$ cat src/rtl/muldiv_sequencer.sv
// muldiv_sequencer
// Sequences one MULT or DIV through the shared multiply/divide units. It pulses the
// selected unit's start, waits for its completion flag (bounded by TIMEOUT cycles),
// then either writes HI/LO and signals op_done, or raises a one-cycle exception.
// All strobes are Moore outputs decoded from the current state.
module muldiv_sequencer #(
    parameter int TIMEOUT = 64,   // max cycles in a WAIT state before ERR; >= 2
    parameter int CNT_W   = 7     // wait counter width; 2**CNT_W > TIMEOUT
) (
    input  logic       clock,
    input  logic       reset,
    input  logic       op_start,
    input  logic       op_div,
    input  logic       mult_done,
    input  logic       div_done,
    input  logic       div_zero,
    output logic       mult_start,
    output logic       div_start,
    output logic       hilo_sel,
    output logic       hi_write,
    output logic       lo_write,
    output logic       busy,
    output logic       op_done,
    output logic       exc_divzero,
    output logic       exc_timeout,
    output logic [2:0] state
);

    typedef enum logic [2:0] {
        S_IDLE   = 3'd0,
        S_MSTART = 3'd1,
        S_MWAIT  = 3'd2,
        S_DSTART = 3'd3,
        S_DWAIT  = 3'd4,
        S_WRITE  = 3'd5,
        S_DONE   = 3'd6,
        S_ERR    = 3'd7
    } state_t;

    // Counter value seen in the last permitted WAIT cycle.
    localparam logic [CNT_W-1:0] LAST_COUNT = CNT_W'(TIMEOUT - 1);

    state_t           state_q, state_d;
    logic [CNT_W-1:0] count_q, count_d;
    logic             hilo_sel_q, hilo_sel_d;
    // Remembers which exception ERR must report: 1 = divide-by-zero, 0 = timeout.
    logic             exc_zero_q, exc_zero_d;

    // State, wait counter, HI/LO select and exception type registers.
    always_ff @(posedge clock or posedge reset) begin
        if (reset) begin
            state_q    <= S_IDLE;
            count_q    <= '0;
            hilo_sel_q <= 1'b0;
            exc_zero_q <= 1'b0;
        end else begin
            // NOTE: non-blocking assignments so every register samples the pre-edge
            // values, independent of statement order.
            state_q    <= state_d;
            count_q    <= count_d;
            hilo_sel_q <= hilo_sel_d;
            exc_zero_q <= exc_zero_d;
        end
    end

    // Next-state logic and Moore output decode.
    always_comb begin
        // NOTE: every signal gets a default before the case so no path leaves one
        // unassigned, which would otherwise infer a latch.
        state_d     = state_q;
        count_d     = count_q;
        hilo_sel_d  = hilo_sel_q;
        exc_zero_d  = exc_zero_q;
        mult_start  = 1'b0;
        div_start   = 1'b0;
        hi_write    = 1'b0;
        lo_write    = 1'b0;
        op_done     = 1'b0;
        exc_divzero = 1'b0;
        exc_timeout = 1'b0;

        case (state_q)
            S_IDLE: begin
                // op_start is only honoured here; requests while busy are dropped.
                if (op_start) begin
                    hilo_sel_d = op_div;
                    state_d    = op_div ? S_DSTART : S_MSTART;
                end
            end
            S_MSTART: begin
                mult_start = 1'b1;
                count_d    = '0;
                state_d    = S_MWAIT;
            end
            S_DSTART: begin
                div_start = 1'b1;
                count_d   = '0;
                state_d   = S_DWAIT;
            end
            S_MWAIT: begin
                // Completion wins over a timeout in the same cycle.
                if (mult_done) begin
                    state_d = S_WRITE;
                end else if (count_q == LAST_COUNT) begin
                    exc_zero_d = 1'b0;
                    state_d    = S_ERR;
                end else begin
                    count_d = count_q + CNT_W'(1);
                end
            end
            S_DWAIT: begin
                // Divide-by-zero wins over completion, which wins over timeout.
                if (div_zero) begin
                    exc_zero_d = 1'b1;
                    state_d    = S_ERR;
                end else if (div_done) begin
                    state_d = S_WRITE;
                end else if (count_q == LAST_COUNT) begin
                    exc_zero_d = 1'b0;
                    state_d    = S_ERR;
                end else begin
                    count_d = count_q + CNT_W'(1);
                end
            end
            S_WRITE: begin
                hi_write = 1'b1;
                lo_write = 1'b1;
                state_d  = S_DONE;
            end
            S_DONE: begin
                op_done = 1'b1;
                state_d = S_IDLE;
            end
            S_ERR: begin
                exc_divzero = exc_zero_q;
                exc_timeout = ~exc_zero_q;
                state_d     = S_IDLE;
            end
            default: state_d = S_IDLE;
        endcase
    end

    assign hilo_sel = hilo_sel_q;
    assign busy     = (state_q != S_IDLE);
    assign state    = state_q;

endmodule

$ cat config.mk
export PLATFORM = sky130hd
export DESIGN_NAME = muldiv_sequencer
export DESIGN_NICKNAME = d
export VERILOG_FILES = /design/src/rtl/muldiv_sequencer.sv
export SDC_FILE = /design/constraint.sdc
export NUM_CORES = 1
export LEC_CHECK = 0
export ABC_AREA = 1
export CAP_MARGIN = 20
export CORE_AREA = 2 2 43 45
export CTS_CLUSTER_DIAMETER = 120
export DETAILED_ROUTE_END_ITERATION = 7
export DIE_AREA = 0 0 45 47
export GPL_TIMING_DRIVEN = 0
export PLACE_DENSITY_LB_ADDON = 0.05
export SLEW_MARGIN = 20
export SYNTH_ARGS = -nofsm -noshare
export SYNTH_HDL_FRONTEND = slang
export SYNTH_SLANG_ARGS = --single-unit
$ cat constraint.sdc
create_clock -name clock -period 2.1 [get_ports clock]
set_input_delay 0.21 -clock clock [delete_from_list [all_inputs] [get_ports clock]]
set_output_delay 0.21 -clock clock [all_outputs]
set_load 0.03 [all_outputs]
==> flow_summary.ini, run 1 <==
[setup_path]
worst-setup-path-type = reg2out
worstSetupEndpointType = primary output
cp_slowest_cell = clkdlybuf4s50_1
crit_path_max_fanout = 6
cp_top_family = buffers and inverters
cp_data_arrival_time_ns = 1.76
path_buf_inv = 2
crit_chain = inv_1 > nand2_1 > nor2_1 > clkdlybuf4s50_1
required_ns = 1.89
max_stage_delay_ns = 0.67
critPathLaunchType = flop

[timing]
hold_violations = 0
skew_ns = 0.0006873
slew-limit-headroom_pct = 69.01
setup-tns-final_ns = 0
fmax_ghz = 0.5065
setup_viol = 0
rsz0062_at_grt = no
period_needed_ns = 1.974
finalCritPeriodShare_pct = 94.01
drv_slew = 0
tightest_slew_ns = 0.4643

[route]
drt_first_pass_iters = 4
wl_um = 1597
drc = 0
route.detailed.wl_per_inst_um = 10.79
vias_per_cell = 5.101
drtIter0Drc = 6
ant_nets = 0
vias = 755

[power]
leakage_nw = 0.5460
max-vdd-ir-drop_mv = 0.7086
design_power_total_mw = 1.473
p_per_area_nw_per_um2 = 1386

[clock_network]
clockRootBuffer = clkbuf_4
numCtsBuffers = 3
clock_sinks = 12
path_clk_slew_ns = 0.08
post_cts_buffers = 0
hold_buffers = 0
h-tree-depth = 1
clk_latency_ns = 0.28
cts_tree = yes
cts_max_path_buffers = 2

[global_route]
grt_max_degree = 13
track_usage_pct = 18.11
overflow = 0
grt_pass1_wl_um = 2794
antenna_found_initial = 0
grt_pass1_vias = 686

[yosys]
postSynthCellCount = 109
synth_fp_nets = 117
seq_area_frac_synth_pct = 36.59
yosys.area_share.simple_pct = 42.07
yosysWarnings = 0
synth_cell_types = 23
synthAdderAreaFrac_pct = 1.524
synth_compound_area_share_pct = 9.146
synth_area_um2 = 820.8
syn_area_per_cell_um2 = 7.530
synthMuxAreaShare_pct = 0
synth-seq-cells = 12
synth_xor_area_share_pct = 1.067
synth_top_family_by_area = simple AND/OR/NAND/NOR gates

[die]
fp.coreArea_um2 = 1652
die_y_um = 47
rows = 15
dieArea_um2 = 2115
fp.dieW_um = 45
start_util_pct = 49.70
num_io_pins = 19

[finish]
area_growth_pct = 29.42
final_area_um2 = 1062
multi_input_area_um2 = 441.7
fill_cells = 153
n_antenna_cell = 0
drive_above_1_share_pct = 22.14
nets = 140
seqCellArea_um2 = 300.3

[job]
max-cap-violations = 0

[run_status]
status = finished, final reports clean

[worst_hold_path]
timing.hold.worst.class = in2async

[place]
port_buffers = 18
gp_congestion = 0.8042
dpl_cell_area_um2 = 1022
hpwl_um = 1276
## worst paths after layout
path / from / endpoint / slack (ns) / depth (start not counted)
worst max register to register: count_q[0] / count_q[4] / 0.56 / 8
worst min register to register: hilo_sel / hilo_sel / 0.47 / 2
max in group asynchronous: reset / count_q[3] / 1.55 / 2
min in group clock: hilo_sel / hilo_sel / 0.47 / 2
worst max-delay path: state[1] / mult_start / 0.13 / 4
worst min-delay path: reset / count_q[1] / 0.23 / 2
## area by class of cell
class / instances / area share [%]
Multi-Input combinational cell: 79 / 41.58
Sequential cell: 12 / 28.27
Timing Repair Buffer: 18 / 17.31
Inverter: 16 / 5.654
Clock buffer: 4 / 3.416
Tap cell: 17 / 2.002
Buffer: 2 / 1.767
## cells in the final DEF, fill, tap and decap left out, drive strengths merged
cell type | Yosys | final
nand4 | 3 | 3
clkdlybuf4s50 | 0 | 15
clkbuf | 0 | 4
inv | 16 | 16
dfrtp | 12 | 12
or2 | 2 | 2
nand3b | 2 | 2
o21bai | 1 | 1
o21ai | 8 | 8
nor2 | 9 | 9
buf | 2 | 2
nand3 | 10 | 10
a21oi | 1 | 1
xor2 | 1 | 1
nand2 | 38 | 38
dlymetal6s2s | 0 | 2
dlygate4sd2 | 0 | 1
ha | 1 | 1
nor3 | 3 | 3
## power by group
group / total, mW / internal, mW / switching (mW)
registers: 0.365 / 0.283 / 0.0813
clock network: 0.187 / 0.106 / 0.0814
logic: 0.921 / 0.339 / 0.582
total: 1.47 / 0.728 / 0.745
## synthesized netlist by cell type
| cell | count | area [um2] |
|---|---|---|
| nor2_4 | 2 | 22.52 |
| dfrtp_1 | 12 | 300.3 |
| nand2_4 | 2 | 22.52 |
| or2_2 | 2 | 12.51 |
| inv_1 | 13 | 48.80 |
| nand3b_1 | 2 | 15.01 |
| nor3_1 | 3 | 15.01 |
| nand3_2 | 3 | 30.03 |
| a21oi_1 | 1 | 5.000 |
| nand3_1 | 7 | 35.03 |
| o21ai_2 | 6 | 52.55 |
| o21bai_1 | 1 | 7.510 |
| inv_2 | 3 | 11.26 |
| o21ai_1 | 1 | 5.000 |
| buf_6 | 1 | 11.26 |
| o21ai_0 | 1 | 5.000 |
| xor2_1 | 1 | 8.760 |
| nor2_1 | 7 | 26.28 |
| nand2_2 | 5 | 31.28 |
| nand2_1 | 31 | 116.4 |
| ha_1 | 1 | 12.51 |
| buf_4 | 1 | 7.510 |
| nand4_1 | 3 | 18.77 |
## state kept, by name (all words and copies together), names as in the netlist
register    count
exc_zero_q      1
count_q         7
state           3
hilo_sel        1
## per-layer routing
metal	up-vias	GRT usage, %	part of all wire [%]	routed length (um)
met5	-	0	0	0
met4	0	7.059	2.4	38
met3	5	3.462	5.7	91
met2	20	33.43	49	786
met1	336	20.62	43	681
li1	394	-	-	-
## cells by family (layout without fill, tap and decap cells)
kind of cell	count (synthesis)	count (layout)
xor+xnor	1	1
flops	12	12
fa+ha+maj	1	1
buf+inv	18	40
simple gates	67	67
compound gates	10	10
## what timing repair did
| action | in CTS | in global routing |
|---|---|---|
| gates resized for setup | 1 | 2 |
| setup endpoints to repair | 1 | 2 |
| endpoints found under the hold margin | 0 | 0 |
## metrics by stage
stage	hold slack [ns]	worst slack [ns]	cells	util (%)
after floorplan	0.07470	0.3387	109	-
after global placement	0.4525	0.2475	144	61.89
after detailed placement	0.4651	0.2315	144	61.89
after CTS	0.2424	0.007111	148	64.02
after global routing	0.2724	0.01889	148	64.32
final	0.2338	0.1258	148	64.32
Power figures use the tool's default switching activity.
==> run 2: changes to the inputs <==
--- a/config.mk
+++ b/config.mk
@@ -7,10 +7,10 @@
 export LEC_CHECK = 0
 export ABC_AREA = 1
 export CAP_MARGIN = 20
-export CORE_AREA = 2 2 43 45
+export CORE_AREA = 2 2 45 47
 export CTS_CLUSTER_DIAMETER = 120
 export DETAILED_ROUTE_END_ITERATION = 7
-export DIE_AREA = 0 0 45 47
+export DIE_AREA = 0 0 47 49
 export GPL_TIMING_DRIVEN = 0
 export PLACE_DENSITY_LB_ADDON = 0.05
 export SLEW_MARGIN = 20
==> constraint.sdc (replaced) <==
create_clock -name clock -period 2.2 [get_ports clock]
set_input_delay 0.22 -clock clock [delete_from_list [all_inputs] [get_ports clock]]
set_output_delay 0.22 -clock clock [all_outputs]
set_load 0.03 [all_outputs]
==> run 2 against run 1 <==
Clock skew up 0.0064 ns. Clock-buffer cell count did not move. Combinational power is 3.9% lower. Sequential share of layout area fell by 0.26 points. Critical path depth decreased by 1. Clock power is 2% lower. Register-to-register slack improved by 0.12 ns. Critical path type unchanged. Largest power group unchanged.
==> flow_summary.ini, run 2 (same netlist as run 1, synthesis figures left out) <==
[route]
ant_nets = 0
route.detailed.wl_per_inst_um = 10.58
drt_first_pass_iters = 4
vias_per_cell = 4.671
drtIter0Drc = 12
drc = 0
wl_um = 1672
vias = 738

[timing]
slew-limit-headroom_pct = 68.57
fmax_ghz = 0.4805
hold_ws_ns = 0.2342
period_needed_ns = 2.081
skew_ns = 0.007124
worst_slack_ns = 0.1190
finalCritPeriodShare_pct = 94.59
drv_slew = 0
tightest_slew_ns = 0.4710
rsz0062_at_grt = no
hold_violations = 0
setup_viol = 0
setup-tns-final_ns = 0

[finish]
n_antenna_cell = 0
nets = 140
area_growth_pct = 30.64
largest_reg_flops = 7
drive_above_1_share_pct = 22.14
fill_cells = 174
fin_cells = 158
final_common_cell = nand2_1
final_area_um2 = 1072
largest_register = count_q
final_cell_mix = nand2_1, clkdlybuf4s50_1, inv_1

[global_route]
met3_usage_pct = 7.037
grt_max_degree = 13
busiest_layer = met1
overflow = 0
use_met2_pct = 23.52
antenna_found_initial = 0
track_usage_pct = 18.28
met1_usage_pct = 27.29
grt_pass1_vias = 696
grt_pass1_wl_um = 3049

[clock_network]
cts_max_path_buffers = 2
cts_tree = yes
numCtsBuffers = 3
clk_latency_ns = 0.29
clockRootBuffer = clkbuf_4
post_cts_buffers = 0
clock_sinks = 12
h-tree-depth = 1
path_clk_slew_ns = 0.08

[setup_path]
worst-setup-path-type = reg2out
cp_data_arrival_time_ns = 1.86
required_ns = 1.98
critPathLaunchType = flop
worstSetupEndpointType = primary output
crit_path_max_fanout = 6

[die]
die_y_um = 49
fp.dieW_um = 47
rows = 16
num_io_pins = 19
start_util_pct = 44.57
fp.coreArea_um2 = 1842
dieArea_um2 = 2303

[place]
gp_congestion = 0.7722
dp.cells = 154
port_buffers = 18
hpwl_um = 1285
dpl_cell_area_um2 = 1035
dpl_worst_slack_ns = 0.2951

[worst_hold_path]
timing.hold.worst.class = in2async

[job]
max-cap-violations = 0

[power]
leakage_nw = 0.5283
max-vdd-ir-drop_mv = 0.7568
p_per_area_nw_per_um2 = 1323

[run_status]
status = finished, final reports clean
[run 2: cell types whose count changed in the layout (fill, tap and decap cells not counted), sizes merged]
cell and change:
clkdlybuf4s50 +1, dlymetal6s2s -1
[run 2: area by class of cell]
cell class / count / area (um2) / area share (%)
Buffer: 2 / 18.77 / 1.750
Clock buffer: 4 / 36.28 / 3.384
Inverter: 16 / 60.06 / 5.601
Multi-Input combinational cell: 79 / 441.7 / 41.19
Sequential cell: 12 / 300.3 / 28.00
Tap cell: 27 / 33.78 / 3.151
Timing Repair Buffer: 18 / 181.4 / 16.92
[run 2: worst max-delay path: stages (launching register included)]
cell	delay, ns
dfrtp_1	0.48
inv_1	0.14
nor3_1	0.22
clkdlybuf4s50_1	0.73
[run 2: timing repair]
item | 4_1_cts | 5_1_grt
hold buffers | 0 | 0
cloned | 0 | 0
setup endpoints to repair | 1 | 1
gates resized for setup | 1 | 1
endpoints found under the hold margin | 0 | 0
[run 2: layer usage]
metal / up-vias / share of wire, %
li1: 392 / -
met1: 332 / 52
met2: 11 / 43
met3: 3 / 3.9
met4: 0 / 1.4
met5: - / 0
[run 2: stage by stage]
stage	util [%]	total power [mW]
global route	58.22	1.538
finish	58.22	1.419
CTS	58.08	1.430
detailed placement	56.18	1.243
global placement	56.18	1.239
floorplan	-	0.9846
[run 2: worst paths after layout]
check | startpoint | endpoint | slack [ns] | depth (start not counted)
max | state[1] | div_start | 0.12 | 3
min | reset | count_q[5] | 0.23 | 2
max reg2reg | count_q[0] | count_q[0] | 0.68 | 8
min reg2reg | count_q[6] | count_q[6] | 0.48 | 2
max in group asynchronous | reset | count_q[3] | 1.64 | 2
min in group clock | count_q[6] | count_q[6] | 0.48 | 2
[run 2: report_power, final]
part	leakage (nW)	internal (mW)	switching [mW]
registers	0.155	0.271	0.0811
logic	0.353	0.324	0.560
clock network	0.0210	0.101	0.0816
total	0.528	0.696	0.723
==> run 3: changes to the inputs <==
--- a/config.mk
+++ b/config.mk
@@ -9,6 +9,7 @@
 export CAP_MARGIN = 20
 export CORE_AREA = 2 2 45 47
 export CTS_CLUSTER_DIAMETER = 120
+export CTS_CLUSTER_SIZE = 28
 export DETAILED_ROUTE_END_ITERATION = 7
 export DIE_AREA = 0 0 47 49
 export GPL_TIMING_DRIVEN = 0
==> results of run 3 <==
The final DEF is identical to that of run 2; final timing and power are the same.
